==> src/rtl/inv_mixcol_seq.sv <==
// -----------------------------------------------------------------------------
// inv_mixcol_seq
//
// Sequential AES InvMixColumns over one 128-bit decryption state. A captured
// state is transformed in place, COLS_PER_CYCLE columns per clock, by a bank
// of GF(2^8) constant multipliers (x09, x0B, x0D, x0E) that is time-shared
// across the four columns. A bypass request (final decryption round) skips
// the transform and presents the captured state directly.
//
// Parameters
//   COLS_PER_CYCLE  columns transformed per BUSY cycle; 1, 2 or 4
//
// Ports
//   clk        in   1    rising-edge clock
//   rst_n      in   1    asynchronous active-low reset
//   in_valid   in   1    in_data / in_bypass valid
//   in_ready   out  1    block can accept a state (IDLE, out of reset)
//   in_data    in   128  state; [127:120] = row0,col0; column c = [127-32c -: 32]
//   in_bypass  in   1    1: pass the state through unchanged
//   rkey       in   128  round key (only with IMC_ROUNDKEY_XOR_EN)
//   out_valid  out  1    out_data valid (DONE)
//   out_ready  in   1    downstream accepts out_data
//   out_data   out  128  result state, same byte order as in_data
//   busy       out  1    FSM not IDLE
//
// Optional build macro
//   IMC_ROUNDKEY_XOR_EN  adds the rkey port and captures in_data ^ rkey on
//                        accept (AddRoundKey fused ahead of InvMixColumns),
//                        for both the transform and the bypass path.
//
// Timing, counted in cycles after the accept edge until out_valid is high:
//   transform 1 + 4/COLS_PER_CYCLE (5, 3, 2), bypass 1.
// -----------------------------------------------------------------------------
module inv_mixcol_seq #(
  parameter int COLS_PER_CYCLE = 1
) (
  input  logic         clk,
  input  logic         rst_n,
  input  logic         in_valid,
  output logic         in_ready,
  input  logic [127:0] in_data,
  input  logic         in_bypass,
`ifdef IMC_ROUNDKEY_XOR_EN
  input  logic [127:0] rkey,
`endif
  output logic         out_valid,
  input  logic         out_ready,
  output logic [127:0] out_data,
  output logic         busy
);

  // ---------------------------------------------------------------------------
  // Parameter legality
  // ---------------------------------------------------------------------------
  if (!(COLS_PER_CYCLE == 1 || COLS_PER_CYCLE == 2 || COLS_PER_CYCLE == 4)) begin : g_bad_cols
    $error("inv_mixcol_seq: COLS_PER_CYCLE must be 1, 2 or 4");
  end

  // Column counter advances by COLS_PER_CYCLE modulo 4 (a step of 4 is 0, so
  // the single group always starts at column 0).
  localparam logic [1:0] COL_STEP = 2'(COLS_PER_CYCLE);
  // Column index of the last group; finishing it completes the state.
  localparam logic [1:0] LAST_COL = 2'(4 - COLS_PER_CYCLE);

  // ---------------------------------------------------------------------------
  // GF(2^8) arithmetic, reduction polynomial x^8 + x^4 + x^3 + x + 1
  // ---------------------------------------------------------------------------
  typedef struct packed {
    logic [7:0] m9;
    logic [7:0] mb;
    logic [7:0] md;
    logic [7:0] me;
  } mul_set_t;

  function automatic logic [7:0] xtime(input logic [7:0] a);
    return {a[6:0], 1'b0} ^ (a[7] ? 8'h1b : 8'h00);
  endfunction

  // The four InvMixColumns constant products of one byte, built from the
  // x2/x4/x8 doubling chain: 9 = 8+1, B = 8+2+1, D = 8+4+1, E = 8+4+2.
  function automatic mul_set_t gf_mul_set(input logic [7:0] a);
    logic [7:0] a2;
    logic [7:0] a4;
    logic [7:0] a8;
    mul_set_t   m;
    a2   = xtime(a);
    a4   = xtime(a2);
    a8   = xtime(a4);
    m.m9 = a8 ^ a;
    m.mb = a8 ^ a2 ^ a;
    m.md = a8 ^ a4 ^ a;
    m.me = a8 ^ a4 ^ a2;
    return m;
  endfunction

  // One column: a0..a3 are rows 0..3, a0 in the MSB byte.
  function automatic logic [31:0] inv_mix_col(input logic [31:0] c);
    mul_set_t m0;
    mul_set_t m1;
    mul_set_t m2;
    mul_set_t m3;
    logic [7:0] b0;
    logic [7:0] b1;
    logic [7:0] b2;
    logic [7:0] b3;
    m0 = gf_mul_set(c[31:24]);
    m1 = gf_mul_set(c[23:16]);
    m2 = gf_mul_set(c[15:8]);
    m3 = gf_mul_set(c[7:0]);
    b0 = m0.me ^ m1.mb ^ m2.md ^ m3.m9;
    b1 = m0.m9 ^ m1.me ^ m2.mb ^ m3.md;
    b2 = m0.md ^ m1.m9 ^ m2.me ^ m3.mb;
    b3 = m0.mb ^ m1.md ^ m2.m9 ^ m3.me;
    return {b0, b1, b2, b3};
  endfunction

  // ---------------------------------------------------------------------------
  // State
  // ---------------------------------------------------------------------------
  typedef enum logic [1:0] {
    IDLE = 2'd0,
    BUSY = 2'd1,
    DONE = 2'd2
  } state_t;

  state_t state_q;
  state_t state_d;

  // Working register, one 32-bit word per column; index 0 is the MSB word,
  // matching the column numbering of in_data.
  logic [0:3][31:0] work_q;
  logic [1:0]       col_q;
  // Low during reset and until the first clock after release; keeps in_ready
  // deasserted while rst_n is low even though the FSM already sits in IDLE.
  logic             live_q;

  logic             accept;
  logic [127:0]     captured;
  logic [31:0]      lane_out [COLS_PER_CYCLE];

`ifdef IMC_ROUNDKEY_XOR_EN
  assign captured = in_data ^ rkey;
`else
  assign captured = in_data;
`endif

  assign in_ready  = (state_q == IDLE) && live_q;
  assign accept    = in_valid && in_ready;
  assign busy      = (state_q != IDLE);
  assign out_valid = (state_q == DONE);
  // Only a finished state is ever presented; partial results stay internal.
  assign out_data  = (state_q == DONE) ? work_q : '0;

  // ---------------------------------------------------------------------------
  // Multiplier bank: one column transform per lane. Lane l works on column
  // col_q + l (2-bit wrap is harmless: groups never straddle column 3).
  // ---------------------------------------------------------------------------
  for (genvar l = 0; l < COLS_PER_CYCLE; l++) begin : g_lane
    logic [1:0] idx;
    assign idx         = col_q + 2'(l);
    assign lane_out[l] = inv_mix_col(work_q[idx]);
  end

  // ---------------------------------------------------------------------------
  // FSM next state
  // ---------------------------------------------------------------------------
  always_comb begin
    // NOTE: default assignment first, so every path drives state_d and no
    // latch is inferred.
    state_d = state_q;
    unique case (state_q)
      IDLE: if (accept)              state_d = in_bypass ? DONE : BUSY;
      BUSY: if (col_q == LAST_COL)   state_d = DONE;
      DONE: if (out_ready)           state_d = IDLE;
      default:                       state_d = IDLE;
    endcase
  end

  always_ff @(posedge clk or negedge rst_n) begin
    if (!rst_n) begin
      state_q <= IDLE;
      live_q  <= 1'b0;
    end else begin
      // NOTE: sequential state uses non-blocking assignments so every
      // register samples pre-edge values regardless of statement order.
      state_q <= state_d;
      live_q  <= 1'b1;
    end
  end

  // ---------------------------------------------------------------------------
  // Datapath: capture and in-place column update
  // ---------------------------------------------------------------------------
  always_ff @(posedge clk or negedge rst_n) begin
    if (!rst_n) begin
      // NOTE: the working register is reset because out_data must read zero
      // after reset; it is a plain register, not an inferred memory.
      work_q <= '0;
      col_q  <= '0;
    end else begin
      if (accept) begin
        work_q <= captured;
        col_q  <= '0;
      end else if (state_q == BUSY) begin
        for (int i = 0; i < COLS_PER_CYCLE; i++) begin
          work_q[col_q + 2'(i)] <= lane_out[i];
        end
        col_q <= col_q + COL_STEP;
      end
    end
  end

endmodule
==> config.mk <==
export PLATFORM = sky130hd
export DESIGN_NAME = inv_mixcol_seq
export DESIGN_NICKNAME = d
export VERILOG_FILES = /design/src/rtl/inv_mixcol_seq.sv
export SDC_FILE = /design/constraint.sdc
export NUM_CORES = 1
export LEC_CHECK = 0
export BUFFER_PORTS_ARGS = -buffer_cell sky130_fd_sc_hd__buf_2
export CORE_UTILIZATION = 35
export DETAILED_ROUTE_END_ITERATION = 10
export HOLD_SLACK_MARGIN = 0.03
export PLACE_DENSITY = 0.64
export SLEW_MARGIN = 10
export SYNTH_ARGS = -nofsm -noshare
export SYNTH_HDL_FRONTEND = slang
export SYNTH_SLANG_ARGS = --single-unit
==> constraint.sdc <==
create_clock -name clk -period 4.45 [get_ports clk]
set_input_delay 0.445 -clock clk [delete_from_list [all_inputs] [get_ports clk]]
set_output_delay 0.445 -clock clk [all_outputs]
set_load 0.005 [all_outputs]
==> out/results.ini, run 1 <==
[status]
outcome=completed

[synthesis]
synth_cells=843
async_flop_share=1.00
synth_area_leaders=dfrtp_1 (36%), a22oi_1 (10%), xnor2_1 (9.9%)
synth_nets=980
synth_edf_count=0
synth_seq_cells=133
yosysWarningCount=0
yosysMostFrequentCell=dfrtp_1
avgSynthCellArea_um2=11.1
yosysTopAreaCellShare=0.357
synth_common_cells=dfrtp_1 (133), and2_1 (129), a22oi_1 (128), xnor2_1 (105), o21ai_0 (83)
synth_seq_area_share=0.357
yosysTopAreaCell=dfrtp_1
synth_ff_type=dfrtp_1
synth_area_um2=9320
ys_types=33

[sta]
setup_viol=0
timing.final.crit_share=0.862
setup-tns-final_ps=0
finalMaxSlewViolations=0
min_period_ps=3840
relSlewSlack=0.255
fmax_ghz=0.261
hold_violations=0
rsz0062_at_grt=false
setup_slack_ps=612
fin_skew_ps=7.57
worst_slew_pin_slew_ps=1120

[critical_path]
cp-start-kind=flop
critPathTopFamily=XOR/XNOR gates
cp-end-kind=flop
slowest_delay_ps=800
cp_slowest_cell=dfrtp_2
critical_path_class=reg -> reg
path_buf_inv=1
arrival_ps=4120
crit_fanout=19
cp_cell_sequence=buf_4 -> mux4_2 -> xor3_1 -> xnor3_1 -> xnor2_1 -> xor2_1 -> o21ai_1
required_ps=4730

[routing]
drt_iter0_markers=618
drc=0
wl_um=31600
antenna_left=0
viasPerCell=5.49
dr.pass1.iters=5
wl_per_cell_um=22.3
num_vias=7784

[placement]
place_ws_ps=641
hpwl_um=23400
placed_cell_area_um2=10900
numPortBuffers=263
gp_congestion=0.992

[floorplan]
core_area_um2=26100
num_rows=59
pin_count=264
dieWidth_um=165
die_area_um2=27300
initial_utilization=0.358
fp.dieH_um=165

[cts]
cts_hold_buf=0
path_clk_slew_ps=60
cts_resized=0
cts_root_buf=clkbuf_16
max-clock-path-buffers=2
clk_latency_ps=420
clock-sinks=133
cts.htree.levels=4
cts_buffers=17
tritoncts=built
cts_setup_buffers=0

[finish]
layout-drive-gt1-share=0.341
fillers=2545
final_net_count=1209
final_area_um2=11400
diodes=0
syn_to_final_growth_pct=22.5

[global_routing]
antenna_found_initial=0
grt_max_degree=92
grt_pass1_vias=7662
gr-total-overflow=0
grt_pass1_wl_um=46500
grt_usage=0.233

[flow_run]
maxCapViolations=0

[hold_path]
hold_class=in -> async

final timing paths:
| kind | startpoint | cells after the start | endpoint | slack, ps |
|---|---|---|---|---|
| max in group asynchronous | rst_n | 2 | work_q[125] | 3190 |
| min in group clk | in_data[72] | 3 | work_q[72] | 270 |
| min reg2reg | state_q[1] | 1 | state_q[0] | 520 |
| min | rst_n | 1 | work_q[54] | 90 |
| max reg2reg | col_q[0] | 7 | work_q[59] | 610 |
| max | col_q[0] | 7 | work_q[59] | 610 |
final cells by class:
type | instances | area [µm²] | share of cell area
Clock inverter | 6 | 55.1 | 0.00482
Timing Repair Buffer | 284 | 1490 | 0.131
Clock buffer | 23 | 468 | 0.0410
Inverter | 3 | 11.3 | 0.000987
Multi-Input combinational cell | 633 | 5640 | 0.494
Sequential cell | 133 | 3330 | 0.292
Tap cell | 335 | 419 | 0.0367
logic make-up (layout without fill, tap and decap cells):
logic type,Yosys count,after routing,share of synthesized area
fa+ha+maj,4,4,0.00537
other cells,1,1,0.000402
simple gates,143,143,0.0938
flops,133,133,0.357
mux,32,32,0.0789
compound gates,264,264,0.178
xor+xnor,189,189,0.242
buf+inv,77,316,0.0442
sequential cells by signal (all words and copies together), names as in the netlist:
register and count:
work_q 128, state_q 2, live_q 1, col_q 2
metrics by stage:
stage | cells | utilization | hold slack (ps)
final | 1417 | 0.438 | 94.3
after detailed placement | 1388 | 0.418 | 508
after global routing | 1417 | 0.438 | 185
after global placement | 1388 | 0.418 | 483
after CTS | 1417 | 0.438 | 132
after floorplan | 843 | - | 149
metal layers:
metal | routed length [µm] | track usage | share of wire
met1 | 13800 | 0.322 | 0.44
met5 | 0 | 0 | 0
met3 | 2440 | 0.0497 | 0.077
met4 | 574 | 0.0780 | 0.018
met2 | 14800 | 0.362 | 0.47
cells in the final DEF (no fill, tap or decap), types with 4 or more instances in the layout:
| master | n |
|---|---|
| nor2_1 | 4 |
| and2_1 | 129 |
| o21ai_1 | 42 |
| ha_1 | 4 |
| nand2_1 | 4 |
| buf_4 | 20 |
| clkinv_2 | 5 |
| o21ai_0 | 83 |
| clkbuf_16 | 17 |
| a22oi_1 | 128 |
| clkbuf_1 | 4 |
| o21ai_2 | 4 |
| mux4_2 | 28 |
| buf_2 | 262 |
| xnor3_2 | 4 |
| xor2_1 | 36 |
| mux4_1 | 4 |
| xnor2_1 | 105 |
| xnor2_2 | 10 |
| a21oi_4 | 4 |
| dfrtp_1 | 131 |
| xnor3_1 | 25 |
Power of run 1 is not shown: default switching activity piles up to over one toggle a cycle in this logic, so the estimate is an artifact.
==> run 2, diff against run 1 <==
Settings changed: TNS_END_PERCENT set to 1.
Clock period 4.45 ns to 4.7 ns, I/O delays scaled along.
==> run 2 against run 1 <==
Effect of this change: register-to-register slack better by 230 ps; design area rose by 0.58%; sequential share of layout area decreased by 0.17 points; clock skew about the same; hold slack gained 56 ps; utilization increased by 0.25 points; critical path type unchanged.
==> out/results.ini, run 2 (synthesis results as in run 1) <==
[cts]
path_clk_slew_ps=60
clk_latency_ps=430
cts_setup_buffers=0
clock-sinks=133
max-clock-path-buffers=2
cts_buffers=17
cts_root_buf=clkbuf_16
tritoncts=built
cts_hold_buf=0
cts_resized=0
cts.htree.levels=4

[floorplan]
pin_count=264
core_area_um2=26100
fp.dieH_um=165
dieWidth_um=165
initial_utilization=0.358
num_rows=59
die_area_um2=27300

[placement]
place_inst=1386
numPortBuffers=263
gp_congestion=1.00
hpwl_um=23800

[sta]
timing.final.crit_share=0.820
timing.hold.ws_ps=150
hold_violations=0
min_period_ps=3850
rsz0062_at_grt=false
setup-tns-final_ps=0
fmax_ghz=0.259
fin_skew_ps=7.71
worst_slew_pin_slew_ps=1190
setup_viol=0
finalMaxSlewViolations=0
relSlewSlack=0.207

[routing]
wl_per_cell_um=22.5
viasPerCell=5.49
antenna_left=0
wl_met2_um=15100
dr.pass1.iters=7
drt_iter0_markers=816
wl_um=31800
met1Wirelength_um=13700
drc=0
num_vias=7779
topRoutingLayerUsed=met4
route.met3.wl_um=2550

[finish]
syn_to_final_growth_pct=23.2
layout-drive-gt1-share=0.343
largest_reg_flops=128
final_common_cell=buf_2
regMostFlops=work_q
fin_cells=1418
layout_common_cells=buf_2 (262), dfrtp_1 (131), and2_1 (129)
diodes=0
fillers=2539
reg.largest.list=work_q x128, col_q x2, state_q x2
final_net_count=1207
utilization=0.441

[global_routing]
grt_pass1_wl_um=47000
gr-total-overflow=0
antenna_found_initial=0
grt_usage=0.237
grt_max_degree=98
grt_pass1_vias=7570

[hold_path]
hold_class=in -> async

[critical_path]
critical_path_class=reg -> reg
crit_fanout=19
r2r_cells=7
required_ps=4970
cp-start-kind=flop
cp-end-kind=flop
worstReg2RegEnd=work_q[76]
r2r-start=col_q[0]
arrival_ps=4120
reg2reg_slack_ps=850

[flow_run]
maxCapViolations=0

[status]
outcome=completed

run 2: worst max-delay path by stage:
stage	slack, ps	startpoint	endpoint	depth (start not counted)
floorplan	1680	col_q[0]	work_q[115]	10
global placement	990	col_q[0]	work_q[76]	7
detailed placement	880	col_q[0]	work_q[76]	6
CTS	850	col_q[0]	work_q[76]	7
global route	660	col_q[0]	work_q[76]	7
finish	850	col_q[0]	work_q[76]	7
run 2: layout make-up:
| type | instances | area (µm²) | share of cell area |
|---|---|---|---|
| repair buffers | 282 | 1470 | 0.128 |
| inverters | 3 | 11.3 | 0.000981 |
| clock inverters | 10 | 153 | 0.0133 |
| multi-input cells | 633 | 5640 | 0.491 |
| clock buffers | 22 | 464 | 0.0404 |
| flip-flops and latches | 133 | 3330 | 0.290 |
| well taps | 335 | 419 | 0.0365 |
run 2: critical path: stages (launching register included):
cell and delay, ps:
dfrtp_2 790, buf_4 310, mux4_2 620, xnor2_1 210, xnor2_1 490, xor3_1 620, xnor3_1 520, o21ai_1 110
run 2: through the flow:
stage | setup WS, ps | cell area [µm²]
after floorplan | 1680 | 9320
after global placement | 993 | 10900
after detailed placement | 884 | 10900
after CTS | 854 | 11500
after global routing | 656 | 11500
final | 846 | 11500
run 2: routing by layer:
layer,up-vias,GRT usage
met5,-,0
met4,0,0.0630
met3,38,0.0450
met2,384,0.378
met1,3873,0.329
li1,3484,-
Power of run 2 is left out for the same reason.
==> run 3, diff against run 2 <==
Settings changed: PLACE_DENSITY 0.64 to 0.67.
Clock period 4.7 ns to 3.17 ns, I/O delays scaled along.
==> run 3 against run 2 <==
Effect of this change: the run now ends with setup timing left; die area unchanged; setup slack worse by 850 ps; hold slack worse by 7.9 ps; critical path depth up 1; final cell count up 3.7%; routed wire length about the same; critical endpoint is now work_q[93].
==> out/results.ini, run 3 (synthesis results as in run 1) <==
[finish]
layout_common_cells=buf_2 (262), dfrtp_1 (131), and2_1 (129)
regMostFlops=work_q
syn_to_final_growth_pct=29.9
final_common_cell=buf_2
reg.largest.list=work_q x128, col_q x2, state_q x2
largest_reg_flops=128
final_net_count=1259
fillers=2480
layout-drive-gt1-share=0.384
utilization=0.465

[placement]
hpwl_um=23700
place_ws_ps=-70.6
gp_congestion=0.967
numPortBuffers=263

[sta]
worst_slew_pin_slew_ps=642
setup_slack_ps=-7.77
timing.hold.ws_ps=142
rsz0062_at_grt=true
setup-tns-final_ps=-7.77
min_period_ps=3180
finalMaxSlewViolations=0
fin_skew_ps=11.3
setup_viol=1
timing.final.crit_share=1.00
fmax_ghz=0.315
hold_violations=0
relSlewSlack=0.572

[routing]
antenna_left=0
drc=0
num_vias=7933
drt_iter0_markers=642
wl_um=31800
dr.pass1.iters=5
viasPerCell=5.39
wl_per_cell_um=21.6

[global_routing]
grt_usage=0.233
antenna_found_initial=1
grt_pass1_wl_um=46400
grt_max_degree=131
gr-total-overflow=0
grt_pass1_vias=7726

[floorplan]
pin_count=264
initial_utilization=0.358
fp.dieH_um=165
num_rows=59
dieWidth_um=165
core_area_um2=26100
die_area_um2=27300

[critical_path]
cp-end-kind=flop
arrival_ps=3460
critPathTopFamily=XOR/XNOR gates
cp_slowest_cell=mux4_2
cp_cell_sequence=buf_12 -> mux4_2 -> xnor2_1 -> xnor3_1 -> xnor3_1 -> xnor2_1 -> buf_4 -> o21ai_0
required_ps=3450
critical_path_class=reg -> reg
slowest_delay_ps=660
path_buf_inv=2
crit_fanout=18
cp-start-kind=flop

[cts]
tritoncts=built
max-clock-path-buffers=2
path_clk_slew_ps=60
cts_root_buf=clkbuf_16
cts_buffers=17
clock-sinks=133
clk_latency_ps=420
cts.htree.levels=4

[hold_path]
hold_class=in -> reg

[status]
failed_checks=setup timing
outcome=complete, but fails checks

[flow_run]
maxCapViolations=0

## run 3: metrics by stage
step | cell area, µm² | cells
6_report | 12100 | 1471
5_1_grt | 12100 | 1471
4_1_cts | 12000 | 1470
3_5_place_dp | 11300 | 1436
3_3_place_gp | 11300 | 1436
2_1_floorplan | 9320 | 843
## run 3: final cells by class
class | instances | area (µm²) | area share
diodes | 1 | 2.50 | 0.000207
inverters | 3 | 11.3 | 0.000930
multi-input cells | 633 | 5750 | 0.475
repair buffers | 334 | 1950 | 0.161
clock inverters | 9 | 173 | 0.0143
flip-flops and latches | 133 | 3330 | 0.275
clock buffers | 23 | 478 | 0.0395
well taps | 335 | 419 | 0.0346
## run 3: timing repair
item / 4_1_cts / 5_1_grt
pin swaps: 2 / 3
hold buffers: 1 / 0
setup endpoints to repair: 32 / 55
hold endpoints to repair: 64 / 0
setup buffers: 1 / 0
gates resized for setup: 2 / 16
## run 3: worst paths after layout
path / cells past startpoint / endpoint / from / slack, ps
worst max-delay path: 8 / work_q[93] / col_q[0] / -8
worst min-delay path: 3 / work_q[58] / in_data[58] / 140
worst min register to register: 1 / state_q[0] / state_q[1] / 500
worst max register to register: 8 / work_q[93] / col_q[0] / -8
min in group asynchronous: 2 / work_q[21] / rst_n / 450
max in group asynchronous: 3 / work_q[69] / rst_n / 1930
## run 3: routing by layer
layer | track usage | vias up | part of all wire
met3 | 0.0534 | 34 | 0.072
met2 | 0.384 | 357 | 0.49
met5 | 0 | - | 0
li1 | - | 3587 | -
met1 | 0.307 | 3955 | 0.42
met4 | 0.0630 | 0 | 0.016
## run 3: worst reg2reg max path: cells and delay by family, from the launching register on
kind | cells | cell delay [ps]
flops | 1 | 490
xor+xnor | 4 | 1400
compound gates | 1 | 80
mux | 1 | 670
buf+inv | 2 | 400
Power of run 3 is left out for the same reason.
